**config.mk**
```make
export PLATFORM = sky130hd
export DESIGN_NAME = rca_seq_ctrl
export DESIGN_NICKNAME = d
export VERILOG_FILES = /design/src/rtl/rca_seq_ctrl.sv
export SDC_FILE = /design/constraint.sdc
export NUM_CORES = 1
export LEC_CHECK = 0
export CAP_MARGIN = 20
export CORE_ASPECT_RATIO = 1.25
export CORE_MARGIN = 2
export CORE_UTILIZATION = 30
export CTS_BUF_LIST = sky130_fd_sc_hd__clkbuf_2 sky130_fd_sc_hd__clkbuf_4 sky130_fd_sc_hd__clkbuf_8
export DETAILED_ROUTE_END_ITERATION = 7
export PLACE_DENSITY = 0.62
export SLEW_MARGIN = 10
export SYNTH_ARGS = -nofsm -noshare
export SYNTH_HDL_FRONTEND = slang
export SYNTH_SLANG_ARGS = --single-unit
export TNS_END_PERCENT = 50
```
**constraint.sdc**
```tcl
create_clock -name clk -period 3.5 [get_ports clk]
set_input_delay 0.875 -clock clk [delete_from_list [all_inputs] [get_ports clk]]
set_output_delay 0.875 -clock clk [all_outputs]
set_load 0.01 [all_outputs]
```
**src/rtl/rca_seq_ctrl.sv**
```systemverilog
// Two-requester sequencer sharing one SLICE-bit adder; WIDTH-bit sums are built LSB slice first, one slice per clock.
// Optional define RCA_SEQ_OVF_EN adds the res_ovf signed-overflow output.
module rca_seq_ctrl #(
   parameter int WIDTH = 16,
   parameter int SLICE = 4
) (
   input  logic             clk,
   input  logic             rst,
   input  logic             req0_valid,
   output logic             req0_ready,
   input  logic [WIDTH-1:0] req0_a,
   input  logic [WIDTH-1:0] req0_b,
   input  logic             req0_cin,
   input  logic             req1_valid,
   output logic             req1_ready,
   input  logic [WIDTH-1:0] req1_a,
   input  logic [WIDTH-1:0] req1_b,
   input  logic             req1_cin,
   output logic             res_valid,
   input  logic             res_ready,
   output logic [WIDTH-1:0] res_sum,
   output logic             res_cout,
   output logic             res_id,
`ifdef RCA_SEQ_OVF_EN
   output logic             res_ovf,
`endif
   output logic             busy
);

   localparam int NSLICE = WIDTH / SLICE;
   localparam int IDXW   = (NSLICE > 1) ? $clog2(NSLICE) : 1;
   localparam logic [IDXW-1:0] LAST_IDX = IDXW'(NSLICE - 1);

   if ((WIDTH % SLICE) != 0 || SLICE < 2) begin : gBadParams
      $error("rca_seq_ctrl: WIDTH must be a multiple of SLICE and SLICE >= 2");
   end

   typedef enum logic [1:0] {
      IDLE,
      RUN,
      DONE
   } state_t;

   state_t           state_q;
   logic [WIDTH-1:0] opA_q;
   logic [WIDTH-1:0] opB_q;
   logic [WIDTH-1:0] resSum_q;
   logic [IDXW-1:0]  sliceIdx_q;
   logic             carry_q;
   logic             resCout_q;
   logic             resId_q;
   logic             resValid_q;
   logic             busy_q;
   logic             rrPtr_q;

   logic             grantValid;
   logic             grantId;
   logic [31:0]      sliceBase;
   logic [SLICE-1:0] aSlice;
   logic [SLICE-1:0] bSlice;
   logic [SLICE:0]   sliceSum;
   logic [WIDTH-1:0] resSum_d;
   logic             carry_d;

   // rrPtr_q names the requester granted last; on a tie the other one wins.
   always_comb begin
      grantValid = 1'b0;
      grantId    = 1'b0;
      if (state_q == IDLE && !rst) begin
         if (req0_valid && req1_valid) begin
            grantValid = 1'b1;
            grantId    = ~rrPtr_q;
         end else if (req0_valid) begin
            grantValid = 1'b1;
            grantId    = 1'b0;
         end else if (req1_valid) begin
            grantValid = 1'b1;
            grantId    = 1'b1;
         end
      end
   end

   assign req0_ready = grantValid && !grantId;
   assign req1_ready = grantValid && grantId;

   assign sliceBase = 32'(sliceIdx_q) * SLICE;
   assign aSlice    = opA_q[sliceBase +: SLICE];
   assign bSlice    = opB_q[sliceBase +: SLICE];
   assign sliceSum  = {1'b0, aSlice} + {1'b0, bSlice} + {{SLICE{1'b0}}, carry_q};
   assign carry_d   = sliceSum[SLICE];

   always_comb begin
      resSum_d                     = resSum_q;
      resSum_d[sliceBase +: SLICE] = sliceSum[SLICE-1:0];
   end

`ifdef RCA_SEQ_OVF_EN
   logic [SLICE-1:0] lowSum;
   logic             resOvf_d;
   logic             resOvf_q;

   // Adding only the low SLICE-1 bits exposes the carry into the slice MSB.
   assign lowSum   = {1'b0, aSlice[SLICE-2:0]} + {1'b0, bSlice[SLICE-2:0]} + {{(SLICE-1){1'b0}}, carry_q};
   assign resOvf_d = lowSum[SLICE-1] ^ carry_d;
   assign res_ovf  = resOvf_q;
`endif

   always_ff @(posedge clk or posedge rst) begin
      if (rst) begin
         state_q    <= IDLE;
         opA_q      <= '0;
         opB_q      <= '0;
         resSum_q   <= '0;
         sliceIdx_q <= '0;
         carry_q    <= 1'b0;
         resCout_q  <= 1'b0;
         resId_q    <= 1'b0;
         resValid_q <= 1'b0;
         busy_q     <= 1'b0;
         rrPtr_q    <= 1'b1;
`ifdef RCA_SEQ_OVF_EN
         resOvf_q   <= 1'b0;
`endif
      end else begin
         case (state_q)
            IDLE: begin
               if (grantValid) begin
                  opA_q      <= grantId ? req1_a : req0_a;
                  opB_q      <= grantId ? req1_b : req0_b;
                  carry_q    <= grantId ? req1_cin : req0_cin;
                  resId_q    <= grantId;
                  resSum_q   <= '0;
                  sliceIdx_q <= '0;
                  busy_q     <= 1'b1;
                  state_q    <= RUN;
               end
            end
            RUN: begin
               resSum_q <= resSum_d;
               carry_q  <= carry_d;
               if (sliceIdx_q == LAST_IDX) begin
                  sliceIdx_q <= '0;
                  resCout_q  <= carry_d;
`ifdef RCA_SEQ_OVF_EN
                  resOvf_q   <= resOvf_d;
`endif
                  resValid_q <= 1'b1;
                  state_q    <= DONE;
               end else begin
                  sliceIdx_q <= sliceIdx_q + IDXW'(1);
               end
            end
            DONE: begin
               if (res_ready) begin
                  resValid_q <= 1'b0;
                  busy_q     <= 1'b0;
                  rrPtr_q    <= resId_q;
                  state_q    <= IDLE;
               end
            end
            default: state_q <= IDLE;
         endcase
      end
   end

   assign res_valid = resValid_q;
   assign res_sum   = resSum_q;
   assign res_cout  = resCout_q;
   assign res_id    = resId_q;
   assign busy      = busy_q;

endmodule

```
==> out/qor.yml <==
status:
  status: "complete, no violations"
global_routing:
  grt_pass1_vias: 2322
  grt_max_degree: 36
  antenna_found_initial: 0
  gr-total-overflow: 0
  grt_pass1_wl_mm: 11.7
  grtUsageTotal_pct: 15.0
setup_path:
  endpoint: "req1_ready"
  crit_path_start_kind: "input pin"
  critPathMaxFanout: 4
  cp.required_ns: 2.62
  rr_endpoint: "carry_q$_DFFE_PP0P_"
  slowest_stage: "clkdlybuf4s50_1"
  worst-setup-path-type: "input pin to output pin"
  crit_path_start: "req1_valid"
  rrSetupSlack_ns: 0.81
  path_cells: "clkdlybuf4s50_1 -> a21boi_1 -> and2_1 -> clkdlybuf4s50_1"
  r2r_cells: 7
  path_common_cell: "clkdlybuf4s50_1"
  cpPeakStageDelay_ns: 0.57
  critPathArrivalTime_ns: 2.51
  reg2reg_from: "sliceIdx_q[0]$_DFFE_PP0P_"
  end_kind: "output pin"
floorplan:
  rows: 39
  die_x_um: 90.0
  dieArea_um2: 10000
  fp.dieH_um: 112
  initial_utilization_pct: 30.6
  coreArea_um2: 9080
  ios: 93
routing:
  final_antenna_net_count: 0
  avgViaCountPerCell: 4.91
  remaining_drc_errors: 0
  wl_per_cell_um: 15.7
  dr.pass1.iters: 7
  routed_wl_mm: 7.10
  num_vias: 2213
  drtIter0Drc: 226
clock_network:
  post_cts_buffers: 0
  root_buffer: "clkbuf_8"
  cts_made_buffers: 9
  clk_pin_slew_worst_paths_ns: 0.06
  cts_sinks: 58
  cts_hold_buf: 0
  cts_tree: "yes"
  cts_resized: 0
  cts_buffer_depth: 2
  clkLatencyLatePin_ns: 0.33
  cts_max_level: 3
sta:
  relSlewSlack_pct: 67.0
  setup_viol: 0
  postLayoutSetupSlackWorst_ns: 0.119
  max_clock_freq_mhz: 296
  tightest_slew_ns: 0.492
  fin_tns_setup_ns: 0
  skew_ns: 0.00542
  fin_crit_ns: 3.38
  hold_slack_ns: 0.488
  hold_viol: 0
  rsz0062_at_grt: "no"
  drv_slew: 0
  post-route-period-util_pct: 96.6
synthesis:
  synth_cell_types: 38
  async_flop_share_pct: 100
  synth_warnings: 0
  netlist_instances: 229
  yosysTopAreaCell: "dfrtp_1"
  yosysMostFrequentCell: "dfrtp_1"
  syn_nets: 309
  synth-main-ff-cell: "dfrtp_1"
  synth_area_per_cell_um2: 12.1
  synth_edf_count: 0
  ys_seq_area_share_pct: 52.3
  ys_ff_latch: 58
  synth_common_cells: "dfrtp_1, inv_1, a222oi_1, a22o_1"
  synth_area_leaders: "dfrtp_1, a222oi_1, mux4_2"
  synth_top_area_share_pct: 51.4
  syn_area_um2: 2780
pwr:
  max-vdd-ir-drop_mv: 0.378
  internal-power_mw: 2.39
  switchingPower_mw: 1.30
  power_frac_seq_pct: 31.5
  combPwrFrac_pct: 45.2
  p_clk_share_pct: 23.4
  power_density_nw_per_um2: 899
  switching_share_pct: 35.2
  leakage_nw: 1.89
layout:
  nets: 403
  drive_above_1_share_pct: 11.6
  area_growth_pct: 47.6
  num_antenna_cells: 0
  final_core_util_pct: 45.1
placement:
  dpl.hpwl_mm: 5.37
  numPortBuffers: 92
  post-place-ws_ns: 0.133
  gp_congestion: 0.748
worst_hold_path:
  min-delay-path-class: "flip-flop to flip-flop"
  hp-start: "busy$_DFFE_PP0P_"
job:
  drv_cap: 0
## through the flow
stage | area (um2) | instances | total power [mW]
after global placement | 3810 | 435 | 2.83
after floorplan | 2780 | 229 | 2.25
after global routing | 4100 | 451 | 3.96
after CTS | 4100 | 451 | 3.73
after detailed placement | 3810 | 435 | 2.84
final | 4100 | 451 | 3.68
## registers in the layout, summed over array words and instances, names as in the netlist
| register | cells |
|---|---|
| opA_q | 16 |
| opB_q | 16 |
| res_sum | 16 |
| sliceIdx_q | 2 |
| state_q | 2 |
| busy | 1 |
| carry_q | 1 |
| res_cout | 1 |
| res_id | 1 |
| res_valid | 1 |
| rrPtr_q | 1 |
## power by group through the flow
stage               clock, mW  combinational, mW  sequential, mW
floorplan                   0               1.15            1.11
global placement            0               1.66            1.16
detailed placement          0               1.67            1.17
CTS                     0.878               1.69            1.16
global route            0.909               1.85            1.20
finish                  0.860               1.66            1.16
## worst max-delay path, delay by kind of cell
kind,cells,cell delay (ns)
compound gates,1,0.26
buf+inv,2,1.11
simple gates,1,0.26
## layout make-up
cell class              instances  area [um2]
clock inverters                 4         120
repair buffers                100         981
fillers                       896        4980
clock buffers                  12         165
inverters                      36         135
flip-flops and latches         58        1450
well taps                     123         154
multi-input cells             118        1090
## cells by family (layout without fill, tap and decap cells)
group	after synthesis	in the layout	share of synthesized area, %
compound gates	69	69	21.5
flops	58	58	52.3
buf+inv	53	152	8.57
simple gates	28	28	5.14
mux	10	10	7.26
fa+ha+maj	9	9	4.60
xor+xnor	2	2	0.631
## layout by cell type (no fill, tap or decap), types with 2 or more instances in the layout
cell type        Yosys  final
dfrtp_1             57     57
mux4_2               8      8
nand3_1              2      2
a21oi_1              4      4
nor3_1               3      3
fa_1                 2      2
a22o_1              17     17
nand2_1             10     10
ha_1                 7      7
clkbuf_8             0     12
o21ai_1              4      3
nand2b_1             2      2
nor2_1               5      5
inv_1               35     34
a222oi_1            32     32
inv_2                1      2
a21o_1               6      6
clkdlybuf4s50_1      0     92
buf_4                1      8
bufinv_16            0      4
## metal layers
layer	GRT usage, %	part of all wire, %
met1	17.7	42
met2	26.3	52
met3	3.86	5.3
met4	5.54	1.3
met5	0	0
## worst min-delay path by stage
stage                                   endpoint  slack (ns)  cells past startpoint
after floorplan            opA_q[10]$_DFFE_PP0P_        0.47                      2
after global placement          busy$_DFFE_PP0P_        0.50                      2
after detailed placement        busy$_DFFE_PP0P_        0.49                      2
after CTS                       busy$_DFFE_PP0P_        0.50                      2
after global routing      res_sum[4]$_DFFE_PP0P_        0.52                      1
final                           busy$_DFFE_PP0P_        0.49                      2
(Power assumes the default switching activity.)
